File: config.mk
export PLATFORM = sky130hd
export DESIGN_NAME = uart_imem_loader
export DESIGN_NICKNAME = d
export VERILOG_FILES = /design/src/rtl/uart_imem_loader_pkg.sv /design/src/rtl/imem_word_assembler.sv /design/src/rtl/uart_imem_loader.sv
export SDC_FILE = /design/constraint.sdc
export NUM_CORES = 1
export LEC_CHECK = 0
export ABC_AREA = 1
export CAP_MARGIN = 20
export CORE_UTILIZATION = 56
export CTS_CLUSTER_DIAMETER = 80
export DETAILED_ROUTE_END_ITERATION = 6
export PLACE_DENSITY = 0.89
export SLEW_MARGIN = 20
export SYNTH_ARGS = -nofsm -noshare
export SYNTH_HDL_FRONTEND = slang
export SYNTH_HIERARCHICAL = 1
export SYNTH_SLANG_ARGS = --single-unit
File: constraint.sdc
create_clock -name clk -period 1.9 [get_ports clk]
set_input_delay 0.19 -clock clk [delete_from_list [all_inputs] [get_ports clk]]
set_output_delay 0.19 -clock clk [all_outputs]
set_load 0.01 [all_outputs]
File: src/rtl/uart_imem_loader_pkg.sv
// Shared types and framing constants for the UART instruction-memory loader.
package uart_imem_loader_pkg;

    typedef enum logic [2:0] {
        IDLE,
        LEN_LO,
        CHECK,
        DATA,
        DONE,
        ERR
    } state_t;

    localparam int HDR_BYTES      = 2;
    localparam int BYTES_PER_WORD = 4;

endpackage

File: src/rtl/imem_word_assembler.sv
// MSB-first 8-to-32 assembler; emits a one-cycle word_valid the cycle after the 4th byte.
module imem_word_assembler
    import uart_imem_loader_pkg::*;
(
    input  logic        clk,
    input  logic        reset,
    input  logic        clr,
    input  logic        byte_valid,
    input  logic [7:0]  byte_in,
    output logic [31:0] word,
    output logic        word_valid
);

    logic [23:0] shreg;
    logic [1:0]  bcnt;

    always_ff @(posedge clk) begin
        if (!reset) begin
            shreg      <= '0;
            bcnt       <= '0;
            word       <= '0;
            word_valid <= 1'b0;
        end else begin
            word_valid <= 1'b0;
            if (clr) begin
                shreg <= '0;
                bcnt  <= '0;
            end else if (byte_valid) begin
                // Word is copied out on the last byte, so the next byte may shift in freely.
                if (bcnt == 2'(BYTES_PER_WORD - 1)) begin
                    word       <= {shreg, byte_in};
                    word_valid <= 1'b1;
                end
                shreg <= {shreg[15:0], byte_in};
                bcnt  <= bcnt + 2'd1;
            end
        end
    end

endmodule

File: src/rtl/uart_imem_loader.sv
// Loads a length-prefixed UART program image into instruction RAM, holding the CPU meanwhile.
module uart_imem_loader
    import uart_imem_loader_pkg::*;
#(
    parameter int          ADDR_WIDTH = 8,
    parameter logic [31:0] BASE_ADDR  = 32'h0000_0000,
    parameter int          TIMEOUT    = 1000000
) (
    input  logic        clk,
    input  logic        reset,
    input  logic [7:0]  rx_data,
    input  logic        rx_valid,
    output logic        wr_en,
    output logic [31:0] wr_addr,
    output logic [31:0] wr_data,
    output logic        cpu_hold,
    output logic        load_done,
    output logic        load_err
);

    localparam int TW = $clog2(TIMEOUT + 1);

    state_t        state, state_nx;
    logic [15:0]   n, wcnt;
    logic [TW-1:0] tcnt;
    logic          len_bad, last_wr, tmo, in_data;

    assign in_data   = (state == DATA);
    assign len_bad   = (n == 16'd0) || ({1'b0, n} > (17'd1 << ADDR_WIDTH));
    assign last_wr   = wr_en && (wcnt == n - 16'd1);
    assign tmo       = !rx_valid && (tcnt == TW'(TIMEOUT - 1));
    assign cpu_hold  = (state == LEN_LO) || (state == CHECK) || in_data;
    assign load_done = (state == DONE);

    // Outside DATA the assembler is held clear, so partial words never survive.
    imem_word_assembler u_asm (
        .clk        (clk),
        .reset      (reset),
        .clr        (!in_data),
        .byte_valid (rx_valid && in_data),
        .byte_in    (rx_data),
        .word       (wr_data),
        .word_valid (wr_en)
    );

    always_comb begin
        state_nx = state;
        case (state)
            IDLE:    if (rx_valid) state_nx = LEN_LO;
            LEN_LO:  if (rx_valid) state_nx = CHECK;
                     else if (tmo) state_nx = ERR;
            CHECK:   state_nx = len_bad ? ERR : DATA;
            DATA:    if (last_wr)  state_nx = DONE;
                     else if (tmo) state_nx = ERR;
            default: state_nx = IDLE;
        endcase
    end

    always_ff @(posedge clk) begin
        if (!reset) begin
            state    <= IDLE;
            n        <= '0;
            wcnt     <= '0;
            tcnt     <= '0;
            wr_addr  <= BASE_ADDR;
            load_err <= 1'b0;
        end else begin
            state <= state_nx;
            if (state == IDLE && rx_valid) begin
                n[15:8]  <= rx_data;
                load_err <= 1'b0;
            end
            if (state == LEN_LO && rx_valid)
                n[7:0] <= rx_data;
            if ((state == LEN_LO || in_data) && !rx_valid)
                tcnt <= tcnt + TW'(1);
            else
                tcnt <= '0;
            if (state == CHECK) begin
                wcnt    <= '0;
                wr_addr <= BASE_ADDR;
            end else if (wr_en) begin
                wcnt    <= wcnt + 16'd1;
                wr_addr <= wr_addr + 32'd4;
            end
            if (state_nx == ERR)
                load_err <= 1'b1;
        end
    end

endmodule

Yosys cells after proc, flatten, opt, wreduce, memory -nomap -nowiden:

Index checks and enable logic that the tools add are counted.
W data, S select, Z words.

* bits in registers: 147
* logic and storage cells: 54
* bits of input ports: 11
* output and inout port bits: 68

* multiplexer cells: 9
* bitwise gates (word level): 1
* order comparisons: 1
* reductions and logical operators: 19
* eq/ne operators: 8
* $add $sub $neg: 5

Operators with widths (count)
* $add A32 B3 Y32 const B: 1
* $add A20 B1 Y20 const B: 1
* $eq A20 B20 Y1 const B: 1
* $add A16 B1 Y16 const B: 1
* $eq A16 B16 Y1: 1
* $gt A16 B9 Y1 const B: 1
* $logic_not A16 Y1: 1
* $sub A16 B1 Y16 const B: 1
* $mux W3: 5
* $pmux W3 S4: 1
* $eq A3 B2 Y1 const B: 2
* $eq A3 B3 Y1 const B: 2
* $logic_and A1 B1 Y1: 6
* $reduce_and A3 Y1: 2
* $logic_or A1 B1 Y1: 4
* $reduce_and A2 Y1: 2
* $eq A3 B1 Y1 const B: 1
* $logic_not A3 Y1: 1
* $mux W1: 3
* $add A2 B1 Y2 const B: 1
* $eq A2 B2 Y1 const B: 1
* $reduce_bool A2 Y1: 1
* $reduce_or A2 Y1: 1
* $logic_not A1 Y1: 1
* $not A1 Y1: 1

Depth between registers and ports, before layout:

* depth in word-level cells: 7
* gate-level depth with buffers: 17
* mapped depth without buffers: 17

Modules after synthesis:

Netlist, hierarchy kept.

Modules (own cells, without submodules)
* uart_imem_loader: cells an instance 649, area each 4428.0 um^2, instances 1, seq. area each 1721.7 um^2
* imem_word_assembler: cells an instance 320, area each 2285.9 um^2, instances 1, seq. area each 1181.1 um^2

Least setup slack after synthesis:

Ideal clock, no wire load.

* kind: register to register
* from: register wr_addr[2]
* to: register wr_addr[28]
* arrival time: 1673 ps
* stages on the path, launching flop included: 11
* path buffers: 0
* setup time: 117 ps
* clock period less this slack: 1790 ps
* slack: 110 ps
* data required time: 1783 ps
* path through: dfxtp_1 > ha_1 > nand2_1 > nor4_4 > nand4_2 > nor2_2 > nand2_1 > inv_2 > nand3_4 > o21ai_0 > nor2_1

* word-level cells in the longest chain between the ends: 1

RTL lines
* start: declaration: line uart_imem_loader.sv:14 `output logic [31:0] wr_addr,`
* start signal: assignment: line uart_imem_loader.sv:84 `wr_addr <= wr_addr + 32'd4;`
* $add A32 B3 Y32: line uart_imem_loader.sv:84

Every way passes these cells.
A chain may end at the register's enable or synchronous reset.

Worst setup path in the final report:

* from: register n[1]
* to: register load_err

* word-level cells in the longest chain between the ends: 7
* elaborated cells on any way between the ends: 12
* classes of those cells: add/sub (1); order compare (1); eq/ne (2); mux (4); reduce/logical (4)

RTL lines
* start: declaration: line uart_imem_loader.sv:24 `logic [15:0] n, wcnt;`
* start signal: assignment: line uart_imem_loader.sv:74 `n[7:0] <= rx_data;`
* $sub A16 B1 Y16: line uart_imem_loader.sv:30 `assign last_wr = wr_en && (wcnt == n - 16'd1);`
* $eq A16 B16 Y1: line uart_imem_loader.sv:30
* $logic_and A1 B1 Y1: line uart_imem_loader.sv:30
* $mux W3: line uart_imem_loader.sv:53 `DATA: if (last_wr) state_nx = DONE;`
* $pmux W3 S4 *: line uart_imem_loader.sv:48 `case (state)`
* $eq A3 B3 Y1 *: line uart_imem_loader.sv:86 `if (state_nx == ERR)`
* $mux W1 or $reduce_bool A2 Y1 (tied branches)
* end signal: assignment: line uart_imem_loader.sv:66 `load_err <= 1'b0;`
* end signal: assignment: line uart_imem_loader.sv:71 `load_err <= 1'b0;`
* end signal: assignment: line uart_imem_loader.sv:87 `load_err <= 1'b1;`
* end: declaration: line uart_imem_loader.sv:18 `output logic load_err`

Every way passes the cells marked *; elsewhere a longest branch is shown, timed or not.

==> results.ini <==
[final_layout]
finish.utilization_pct=74.09
fill_cells=847
diodes=0
drive_gt1_share_pct=12.90
synthToLayoutAreaGrowth_pct=27.62
nNetsFinal=1096
layout_commonest_cell=nand2_1
layout_common_cells=nand2_1 (227), nor2_1 (163), dfxtp_1 (137)

[synth]
synth.yosys.seq_area_share_pct=43.24
yosys.cell_types.count=42
ys_ff_latch=145
syn_area_um2=6714
yosysWarnings=6
syn-mean-instance-area_um2=6.929
synth_flop_cell=dfxtp_1
synth_edf_count=0
ys_async_sr_fraction_pct=0
synthCells=969

[hold_path]
hp-class=input pin to register

[die]
coreArea_um2=11560
start_util_pct=58.05
die_x_um=111.5
io_pins=79
dieArea_um2=12430
die_h_um=111.5
row_count=39

[routing]
wl_per_cell_um=14.02
vias=6536
drc_errors=1
drt_iter0_drc=483
ant_nets=0
routed_via_density=5.288
finalWirelength_um=17330
dr.pass1.iters=7

[sta]
hold_ws_ns=0.4541
fin_skew_ns=0.007754
slew_violations=0
fin_tns_setup_ns=0
period_share_pct=98.50
setup-violations-final=0
grt_setup_unrepaired=true
hold_viol_final=0
fin_ws_ns=0.02843
clock.fmax_mhz=534.3
post-route-min-period_ns=1.872

[job]
drv_cap=0

[clock_tree]
cts_tree=yes
numClockSinks=145
cts_htree_levels=4
clock_latency_ns=0.43
clkTransAtPathRegs_ns=0.06
cts_buffers=17
cts_root_buf=clkbuf_16
clk_path_buf_depth=2

[global_route]
antenna_found_initial=0
grt_pass1_vias=6037
grt_max_degree=35
overflow=0
grt_util_all_layers_pct=27.30
grt_pass1_wl_um=27360

[critical_path]
worst-path-max-fanout=2
slowest_delay_ns=0.34
cp_top_family=simple AND/OR/NAND/NOR gates
timing.critical_path.buf_inv=3
worstPathCellList=inv_2 -> ha_4 -> inv_2 -> nand2_1 -> nand3_1 -> nor2_1 -> nand2_1 -> inv_1 -> nand2_1 -> nor2_1 -> nand2_1 -> nor2_2 -> nand3_2 -> nand2_2 -> nand3_2 -> nand2_1 -> nand2_1
start_kind=register
critPathSlowestCell=dfxtp_2
end_kind=register
critPathMostFrequentCell=nand2_1
critical_path_class=register to register
worstPathRequired_ns=2.23
arrival_ns=2.20

[power]
power_leakage_nw=3.547
switchingPower_mw=1.828
ir_drop_v=0.0006035
internal_power_mw=5.203
powerDensity_nw_per_um2=820.7
seqPwrFrac_pct=44.5
pwr-share-comb_pct=9.0
clkPwrFrac_pct=46.5
p_sw_share_pct=26.00

[placement]
hpwl_um=11350
pre_cts_slack_ns=0.04833
io_buffers=76
place_congestion=0.8774

[outcome]
status=finished, violations left
violations=DRC

-- cell usage after synthesis, types with 2 or more instances --
cell type,number,area share [%]
nand3_4,2,0.52
nor2_4,4,0.67
o21ai_0,44,3.3
o21a_1,4,0.45
a21oi_1,80,6.0
nor3_2,2,0.30
nand3b_1,2,0.22
nor3_1,22,1.6
nand3_1,26,1.9
o21ai_1,2,0.15
a31oi_1,4,0.37
inv_1,126,7.0
nand2_1,233,13
buf_6,6,1.0
buf_2,8,0.60
nor4_1,5,0.47
nand4_2,2,0.37
xor2_1,13,1.7
clkbuf_1,11,0.61
a211oi_1,2,0.22
ha_1,5,0.93
nor2_1,166,9.3
nand3_2,2,0.30
dfxtp_1,145,43
inv_2,4,0.22
nand2_2,4,0.37
xnor2_1,6,0.78
nor2_2,10,0.93
nand4_1,11,1.0
nor3b_1,3,0.34
buf_4,4,0.45
-- worst reg2reg max path, cell delays in order, from the launching register on --
cell and delay (ns):
dfxtp_2 0.34, inv_2 0.06, ha_4 0.27, inv_2 0.03, nand2_1 0.05, nand3_1 0.06
nor2_1 0.12, nand2_1 0.07, inv_1 0.05, nand2_1 0.04, nor2_1 0.08, nand2_1 0.07
nor2_2 0.15, nand3_2 0.13, nand2_2 0.10, nand3_2 0.06, nand2_1 0.07, nand2_1 0.05
-- repair_timing --
item | in CTS | in global routing
hold endpoints to repair | 0 | 0
buffers inserted | 0 | 12
gates resized for setup | 0 | 45
setup endpoints to repair | 0 | 13
hold buffers | 0 | 0
-- per-stage QoR --
step	instance area [um^2]	cells	power, mW
after global placement	7746	1192	3.781
after CTS	8324	1224	7.025
after floorplan	6718	970	3.615
final	8568	1236	7.032
after global routing	8568	1236	7.272
after detailed placement	7746	1192	3.792
-- state kept, by name, summed over array words and instances (netlist names) --
name              count
load_err              1
n                    16
state                 3
tcnt                 20
u_asm/bcnt            2
u_asm/shreg          24
u_asm/word           32
u_asm/word_valid      1
wcnt                 16
wr_addr              30
-- logic make-up (layout without fill, tap and decap cells) --
kind of cell | count (synthesis) | in the layout | share of synthesized area (%)
AO/OA/AOI/OAI | 139 | 139 | 10.81
XOR/XNOR | 20 | 20 | 2.814
adder cells (fa/ha/maj) | 5 | 5 | 0.9318
buffers and inverters | 162 | 285 | 10.16
flip-flops | 145 | 145 | 43.24
other | 1 | 2 | 0.05585
AND/OR/NAND/NOR | 497 | 497 | 32.00
-- path summary, 6_finish.rpt --
kind,startpoint,depth (start not counted),end,slack [ns]
max,n[1],17,load_err,0.03
min,rx_data[3],3,u_asm/shreg[3],0.45
max reg2reg,n[1],17,load_err,0.03
min reg2reg,tcnt[0],1,tcnt[0],0.46
-- area by class of cell --
cell class              instances  area, um^2  area share [%]
multi-input cells             663        3273           38.20
clock inverters                13       125.1           1.460
clock buffers                  19       452.9           5.286
well taps                     143       178.9           2.088
flip-flops and latches        145        2915           34.02
repair buffers                120        1120           13.07
inverters                     133       503.0           5.870
-- layer usage --
layer	part of all wire, %	wire length (um)	GRT usage (%)
met5	0	0	0
met1	42	7287	32.08
met2	49	8475	47.29
met4	3.1	534	13.06
met3	6.0	1034	5.988
-- power by group through the flow --
stage	logic [mW]	registers (mW)	clock network (mW)
4_1_cts	0.606	3.13	3.29
6_report	0.635	3.13	3.27
3_5_place_dp	0.599	3.19	0
2_1_floorplan	0.436	3.18	0
3_3_place_gp	0.588	3.19	0
5_1_grt	0.709	3.13	3.43
No activity file was read; power rests on OpenSTA's default activity.
